**config.mk**
```make
export PLATFORM = sky130hd
export DESIGN_NAME = cpc_slot_arbiter_flat
export DESIGN_NICKNAME = d
export VERILOG_FILES = /design/src/rtl/cpc_slot_arbiter_if.sv /design/src/rtl/cpc_slot_arbiter.sv /design/src/flat_wrapper.sv
export SDC_FILE = /design/constraint.sdc
export NUM_CORES = 1
export LEC_CHECK = 0
export ABC_AREA = 1
export CAP_MARGIN = 40
export CORE_MARGIN = 10
export CORE_UTILIZATION = 40
export DETAILED_ROUTE_END_ITERATION = 8
export MAX_ROUTING_LAYER = met4
export PLACE_DENSITY = 0.78
export SYNTH_ARGS = -nofsm -noshare
export SYNTH_HDL_FRONTEND = slang
export SYNTH_SLANG_ARGS = --single-unit
export TNS_END_PERCENT = 20
```
**constraint.sdc**
```tcl
create_clock -name clk -period 1.3 [get_ports clk]
set_input_delay 0.13 -clock clk [delete_from_list [all_inputs] [get_ports clk]]
set_output_delay 0.13 -clock clk [all_outputs]
set_load 0.01 [all_outputs]
```
**src/rtl/cpc_slot_arbiter_if.sv**
```systemverilog
// cpc_slot_arbiter_if: slot-wheel control, CPU/DMA handshake and video fetch signals.
interface cpc_slot_arbiter_if #(
    parameter int SLOTS   = 4,
    parameter int VADDR_W = 15
);
    localparam int SW = $clog2(SLOTS);
    logic               ce;
    logic               resync;
    logic               no_wait;
    logic               cpu_req;
    logic               cpu_wait_n;
    logic               dma_req;
    logic               dma_gnt;
    logic [VADDR_W-1:0] vid_addr;
    logic [VADDR_W-1:0] vram_addr;
    logic               vid_stb;
    logic [SW-1:0]      slot;
    modport master (
        output ce, resync, no_wait, cpu_req, dma_req, vid_addr,
        input  cpu_wait_n, dma_gnt, vram_addr, vid_stb, slot
    );
    modport slave (
        input  ce, resync, no_wait, cpu_req, dma_req, vid_addr,
        output cpu_wait_n, dma_gnt, vram_addr, vid_stb, slot
    );
endinterface

```
**src/rtl/cpc_slot_arbiter.sv**
```systemverilog
// cpc_slot_arbiter: N-slot memory wheel sharing RAM between CPU, DMA and video fetch.
module cpc_slot_arbiter #(
    parameter int SLOTS     = 4,
    parameter int CPU_SLOT  = 0,
    parameter int VID_SLOT  = 2,
    parameter int VADDR_W   = 15,
    parameter int MAX_STEAL = 2
) (
    input logic              clk,
    input logic              reset_n,
    cpc_slot_arbiter_if.slave bus
);
    localparam int SW = $clog2(SLOTS);
    localparam int CW = MAX_STEAL > 0 ? $clog2(MAX_STEAL + 1) : 1;

    logic [SW-1:0]      slot_q, slot_d, nslot;
    logic               wait_q, wait_d, gnt_q, gnt_d, stb_q, stb_d;
    logic [VADDR_W-1:0] vram_q, vram_d;
    logic [CW-1:0]      steal_q, steal_d;
    logic               at_cpu, at_vid, dma_win;

    always_comb begin
        nslot   = bus.resync ? '0 : slot_q + 1'b1;
        at_cpu  = nslot == SW'(CPU_SLOT);
        at_vid  = nslot == SW'(VID_SLOT);
        // DMA may only pre-empt a waiting CPU a bounded number of times in a row
        dma_win = bus.dma_req & at_cpu &
                  (~bus.cpu_req | (~bus.no_wait & (steal_q < CW'(MAX_STEAL))));
        slot_d  = bus.ce ? nslot : slot_q;
        wait_d  = bus.ce ? (bus.no_wait | ~bus.cpu_req | (at_cpu & ~dma_win)) : wait_q;
        gnt_d   = bus.ce & dma_win;
        stb_d   = bus.ce & at_vid;
        vram_d  = (bus.ce & at_vid) ? bus.vid_addr : vram_q;
        steal_d = steal_q;
        if (bus.ce & at_cpu & bus.cpu_req)
            steal_d = ~dma_win ? '0 : (steal_q == CW'(MAX_STEAL)) ? steal_q : steal_q + 1'b1;
    end

    always_ff @(posedge clk or negedge reset_n) begin
        if (!reset_n) begin
            slot_q  <= '0;
            wait_q  <= 1'b1;
            gnt_q   <= 1'b0;
            stb_q   <= 1'b0;
            vram_q  <= '0;
            steal_q <= '0;
        end else begin
            slot_q  <= slot_d;
            wait_q  <= wait_d;
            gnt_q   <= gnt_d;
            stb_q   <= stb_d;
            vram_q  <= vram_d;
            steal_q <= steal_d;
        end
    end

    assign bus.slot       = slot_q;
    assign bus.cpu_wait_n = wait_q;
    assign bus.dma_gnt    = gnt_q;
    assign bus.vid_stb    = stb_q;
    assign bus.vram_addr  = vram_q;
endmodule

```
**src/flat_wrapper.sv**
```systemverilog
// flat-port wrapper written by rule: the top's interface ports become plain ports
module cpc_slot_arbiter_flat 
#(
    parameter int SLOTS     = 4,
    parameter int CPU_SLOT  = 0,
    parameter int VID_SLOT  = 2,
    parameter int VADDR_W   = 15,
    parameter int MAX_STEAL = 2
)
  (clk, reset_n, bus_ce, bus_resync, bus_no_wait, bus_cpu_req, bus_dma_req, bus_vid_addr, bus_cpu_wait_n, bus_dma_gnt, bus_vram_addr, bus_vid_stb, bus_slot);
  cpc_slot_arbiter_if #(.SLOTS(SLOTS), .VADDR_W(VADDR_W)) bus_i ();
  input logic clk;
  input logic reset_n;
  input wire logic [$bits(bus_i.ce)-1:0] bus_ce;
  input wire logic [$bits(bus_i.resync)-1:0] bus_resync;
  input wire logic [$bits(bus_i.no_wait)-1:0] bus_no_wait;
  input wire logic [$bits(bus_i.cpu_req)-1:0] bus_cpu_req;
  input wire logic [$bits(bus_i.dma_req)-1:0] bus_dma_req;
  input wire logic [$bits(bus_i.vid_addr)-1:0] bus_vid_addr;
  output wire logic [$bits(bus_i.cpu_wait_n)-1:0] bus_cpu_wait_n;
  output wire logic [$bits(bus_i.dma_gnt)-1:0] bus_dma_gnt;
  output wire logic [$bits(bus_i.vram_addr)-1:0] bus_vram_addr;
  output wire logic [$bits(bus_i.vid_stb)-1:0] bus_vid_stb;
  output wire logic [$bits(bus_i.slot)-1:0] bus_slot;
  assign bus_i.ce = bus_ce;
  assign bus_i.resync = bus_resync;
  assign bus_i.no_wait = bus_no_wait;
  assign bus_i.cpu_req = bus_cpu_req;
  assign bus_i.dma_req = bus_dma_req;
  assign bus_i.vid_addr = bus_vid_addr;
  assign bus_cpu_wait_n = bus_i.cpu_wait_n;
  assign bus_dma_gnt = bus_i.dma_gnt;
  assign bus_vram_addr = bus_i.vram_addr;
  assign bus_vid_stb = bus_i.vid_stb;
  assign bus_slot = bus_i.slot;
  cpc_slot_arbiter #(.SLOTS(SLOTS), .CPU_SLOT(CPU_SLOT), .VID_SLOT(VID_SLOT), .VADDR_W(VADDR_W), .MAX_STEAL(MAX_STEAL)) u_core (.clk(clk), .reset_n(reset_n), .bus(bus_i));
endmodule
```
== Yosys cells after proc, flatten, opt, wreduce, memory -nomap -nowiden ==
Cells that the tools add are included.

* $lt $le $gt $ge: 1
* Reductions and logical operators: 2
* Mux-type cells: 3
* Add/sub/neg operators: 2
* Equal/unequal tests: 3
* Bitwise logic cells: 14

{| class="wikitable"
|+ Operator list
! operator !! number
|-
| AND 1 bit || 8
|-
| two-way mux 2 bit || 3
|-
| adder 2 x 1 -> 2 bit, second input constant || 2
|-
| == test 2 bit, second input constant || 2
|-
| NOT 1 bit || 3
|-
| OR 1 bit || 3
|-
| logical NOT 2 bit || 1
|-
| < comparator 2 bit, second input constant || 1
|-
| inequality test 2 bit, second input constant || 1
|-
| AND reduction 2 bit || 1
|}

* Register bits after elaboration: 22
* Input bits: 22
* Output and inout bits: 20
* Logic and storage cells: 31

== Logic depth before layout (Yosys ltp) ==
* Word-level depth: 8
* Depth in mapped cells: 7

== Worst setup path before layout ==
No wires, ideal clock.

* Kind: flip-flop to flip-flop
* Start: register u_core.slot_q[0], in the netlist u_core.bus.slot[0]
* End: register u_core.vram_q[10], in the netlist u_core.bus.vram_addr[10]
* Library setup time: 0.116 ns
* Data required time: 1.184 ns
* Path buffers: 1
* Cell stages (with the launch flop): 6
* Setup slack: 0.225 ns
* Arrival: 0.958 ns
* Cells stage by stage: dfrtp_1 nand2_1 nand3_4 buf_2 nand2_1 nand2_1

* Word-level cells in the longest chain between the ends: 4

{| class="wikitable"
|+ Ends and longest elaborated chain
! element !! line !! text
|-
| start: declaration || cpc_slot_arbiter.sv:16 || <nowiki>logic [SW-1:0] slot_q, slot_d, nslot;</nowiki>
|-
| start signal: assignment || cpc_slot_arbiter.sv:48 || <nowiki>slot_q <= slot_d;</nowiki>
|-
| adder 2 x 1 -> 2 bit || cpc_slot_arbiter.sv:23 || <nowiki>nslot = bus.resync ? '0 : slot_q + 1'b1;</nowiki>
|-
| two-way mux 2 bit || cpc_slot_arbiter.sv:23 ||
|-
| == test 2 bit || cpc_slot_arbiter.sv:25 || <nowiki>at_vid = nslot == SW'(VID_SLOT);</nowiki>
|-
| AND 1 bit || cpc_slot_arbiter.sv:33 || <nowiki>vram_d = (bus.ce & at_vid) ? bus.vid_addr : vram_q;</nowiki>
|-
| end signal: assignment || cpc_slot_arbiter.sv:52 || <nowiki>vram_q <= vram_d;</nowiki>
|-
| end: declaration || cpc_slot_arbiter.sv:18 || <nowiki>logic [VADDR_W-1:0] vram_q, vram_d;</nowiki>
|}

No other way between the ends.
A chain may end at the register's enable or synchronous reset.

== Worst setup path in the final report ==
* Start: register u_core.wait_q, in the netlist u_core.bus.cpu_wait_n
* End: output port bus_cpu_wait_n

{| class="wikitable"
|+ RTL lines
! element !! line !! text
|-
| start: declaration || cpc_slot_arbiter.sv:17 || <nowiki>logic wait_q, wait_d, gnt_q, gnt_d, stb_q, stb_d;</nowiki>
|-
| start signal: assignment || cpc_slot_arbiter.sv:49 || <nowiki>wait_q <= wait_d;</nowiki>
|-
| end: declaration || flat_wrapper.sv:20 || <nowiki>output wire logic [$bits(bus_i.cpu_wait_n)-1:0] bus_cpu_wait_n;</nowiki>
|}

No word-level cell between the ends.

==> metrics.md <==
| Metric | Value |
|---|---|
| Number of diodes | 0 |
| Vias in the first global route | 843 |
| Clock buffer count from CTS | 3 |
| CP arrival | 1.11 ns |
| Top FF cell, synth | dfrtp_1 |
| Max cap viols | 0 |
| Count of buffer and inverter cells on the critical path | 1 |
| Outcome | finished, final reports clean |
| Gr ovfl total | 0 |
| Max transition margin | 0.820 |
| Post-synthesis net count | 130 |
| CP Data Required Time | 1.17 ns |
| Fmax | 805 MHz |
| Final Hold Fails | 0 |
| Area growth syn-to-layout | 50.1% |
| Mapped Area | 920 um^2 |
| Fill cell count | 210 |
| Max incr delay on CP | 0.54 ns |
| DRT iter0 DRCs | 27 |
| CTS H-tree depth | 1 |
| Detailed-route DRC error count | 0 |
| First-pass DRT Iterations | 4 |
| Setup CP Type | reg -> out |
| Postcts setup bufs | 0 |
| Post-Syn Instances | roughly 110 |
| DR vias | 867 |
| Tightest Pin Transition | 0.270 ns |
| FF/Latch Area | 552 um^2 |
| Site Rows | 17 |
| Longest Clk Path Bufs | 2 |
| Logic depth of the worst path, buffers included | 1 |
| Critical Path Sink Type | output port |
| Top-count cell post-synth | nand2_1 |
| Synth Area in Compound Gates | 0.0272 |
| Crit path launch | u_core.bus.cpu_wait_n$_DFFE_PN1P_ |
| Family with the most delay on the worst path | flip-flops |
| Clk_lat worst skew | 0.31 ns |
| Multi-input gate area | approximately 320 um^2 |
| Layout cells sized above 1 | 0.0714 |
| Largest cells by area after synthesis | dfrtp_1, nand2_1, dfstp_2 |
| Crit-path cells | dlygate4sd2_1 |
| Root Driver | clkbuf_4 |
| CP max FO | 2 |
| Origin of the critical flop-to-flop path | u_core.bus.slot[0]$_DFFE_PN0P_ |
| FF-to-FF End | u_core.steal_q[0]$_DFFE_PN0P_ |
| Clock net sink count | 22 |
| Yosys warnings | 0 |
| Final WL | approximately 2.3 mm |
| Finished Cell Area | 1380 um^2 |
| Proportion of synthesized area in mux cells | 0 |
| Starting Density | 0.420 |
| Post-route ant nets | 0 |
| FFs w/ async S/R, synth | 1.00 |
| Final setup viols | 0 |
| Top Ports | 42 |
| PortBufs | a little over 40 |
| Vias/cell | 4.76 |
| Worst ir drop on vdd | roughly 0.001 V |
| Post-synth top area share | 0.571 |
| Post-synthesis sequential area ratio | 0.600 |
| Yosys reg bits | 22 |
| Largest family of logic cells by synthesized area | simple AND/OR/NAND/NOR gates |
| Count of different cell masters after synthesis | 14 |
| Antenna violations before repair | 0 |
| Worst reg-to-reg path cell count | 5 |
| Power Density | 1630 nW/um^2 |
| Synth cell count leaders | nand2_1, dfrtp_1, nor2_1 |
| Worst R2R Setup Slack | roughly 0.16 ns |
| Synth Area in Adders | 0.0136 |
| Die H | 68.0 um |
| Pwr Total | between 2 and 2.5 mW |
| Fin Clk Skew | 0.00278 ns |
| CP max-delay cell | dfstp_2 |
| Period minus WS final | about 1.2 ns |
| NumNets Final | between 150 and 200 |
| Largest area contributor in the netlist | dfrtp_1 |
| Slew Limit Fails | 0 |
| Leakage | 0.750 nW |
| Syn_area_per_cell | 8.59 um^2 |
| Post-DP HPWL | ~1.9 mm |
| First-pass GRT wire length | 3.73 mm |
| CP startpoint kind | flip-flop |
| Reg clk slew, reported paths | about 0.11 ns |
| Largest net degree at the start of global routing | 23 |
| GRT Total Usage | 0.107 |
| Gpl congestion | 0.766 |
| Die W | 68.0 um |
| Post-synth EDFFs | 0 |
| Min-Delay Path Class | in -> async |
| TritonCTS clock tree | built |
| Final worst-path cycle share | 0.956 |
| Xor and xnor area share after synthesis | 0 |
| Post-Synth Simple-Gate Area | 0.305 |
| Placed cell areas | between 1000 and 1500 um^2 |
| Routed WL per cell | 12.9 um |
| DIE AREA | approximately 4600 um^2 |
| RSZ-0062 raised after global routing | no |
| Core Area | around 2200 um^2 |
[kinds of logic after synthesis]
family / Yosys count
AOI/OAI and AO/OA: 5
and+or+nand+nor: 69
buffers and inverters: 10
DFF: 22
adders and majority gates: 1
[metal layers]
layer | track usage | routed length (um) | up-vias
li1 | - | - | 422
met1 | 0.117 | 994 | 403
met2 | 0.174 | 1110 | 37
met3 | 0.0261 | 189 | 5
met4 | 0.0603 | 55 | 0
met5 | - | 0 | -
[placed cells by master, fill, tap and decap left out, types with 3 or more instances in the layout]
master           netlist  final
a21oi_1                3      3
buf_4                  0      4
clkbuf_4               0      3
clkdlybuf4s50_1        0     21
dfrtp_1               21     21
dlygate4sd2_1          0     20
inv_1                  6      6
nand2_1               58     58
nand4_1                3      3
nor2_1                 7      7
[state kept, by name, summed over array words and instances, names as in the netlist]
| signal | count |
|---|---|
| u_core.bus.vram_addr | 15 |
| u_core.bus.slot | 2 |
| u_core.steal_q | 2 |
| u_core.bus.cpu_wait_n | 1 |
| u_core.bus.dma_gnt | 1 |
| u_core.bus.vid_stb | 1 |
[worst max-delay path by stage]
stage | endpoint | slack [ns]
after detailed placement | u_core.steal_q[0]$_DFFE_PN0P_ | -0.03
after global routing | bus_cpu_wait_n | 0.02
final | bus_cpu_wait_n | 0.06
after CTS | bus_cpu_wait_n | 0.05
after floorplan | u_core.bus.vram_addr[10]$_DFFE_PN0P_ | 0.23
after global placement | u_core.steal_q[0]$_DFFE_PN0P_ | 0.04
[where the power goes]
| part | internal [mW] | total, mW | leakage [nW] | switching (mW) |
|---|---|---|---|---|
| combinational | 0.418 | 0.865 | 0.459 | 0.448 |
| clock | 0.120 | 0.316 | 0.0150 | 0.197 |
| sequential | 0.931 | 1.06 | 0.276 | 0.133 |
| total | 1.47 | 2.25 | 0.750 | 0.777 |
[per-stage QoR]
stage | hold WS, ns | cells | utilization | TNS (ns) | worst slack, ns
after CTS | 0.155 | 182 | 0.630 | 0 | 0.0481
after global placement | 0.457 | 178 | 0.629 | 0 | 0.0423
final | 0.146 | 182 | 0.630 | 0 | 0.0576
after global routing | 0.160 | 182 | 0.630 | 0 | 0.0186
after detailed placement | 0.468 | 178 | 0.629 | -0.0321 | -0.0279
after floorplan | -0.166 | 107 | - | 0 | 0.225
[cell type report]
type	count	area share
flip-flops and latches	22	0.400
clock buffers	4	0.0190
multi-input cells	75	0.230
inverters	8	0.0245
well taps	28	0.0254
repair buffers	45	0.301
[what timing repair did]
item                                    4_1_cts  5_1_grt
hold endpoints to repair                      0        0
hold buffers                                  0        0
resized for setup                            20        0
endpoints found under the setup margin       20        0
Power figures use the tool's default switching activity.
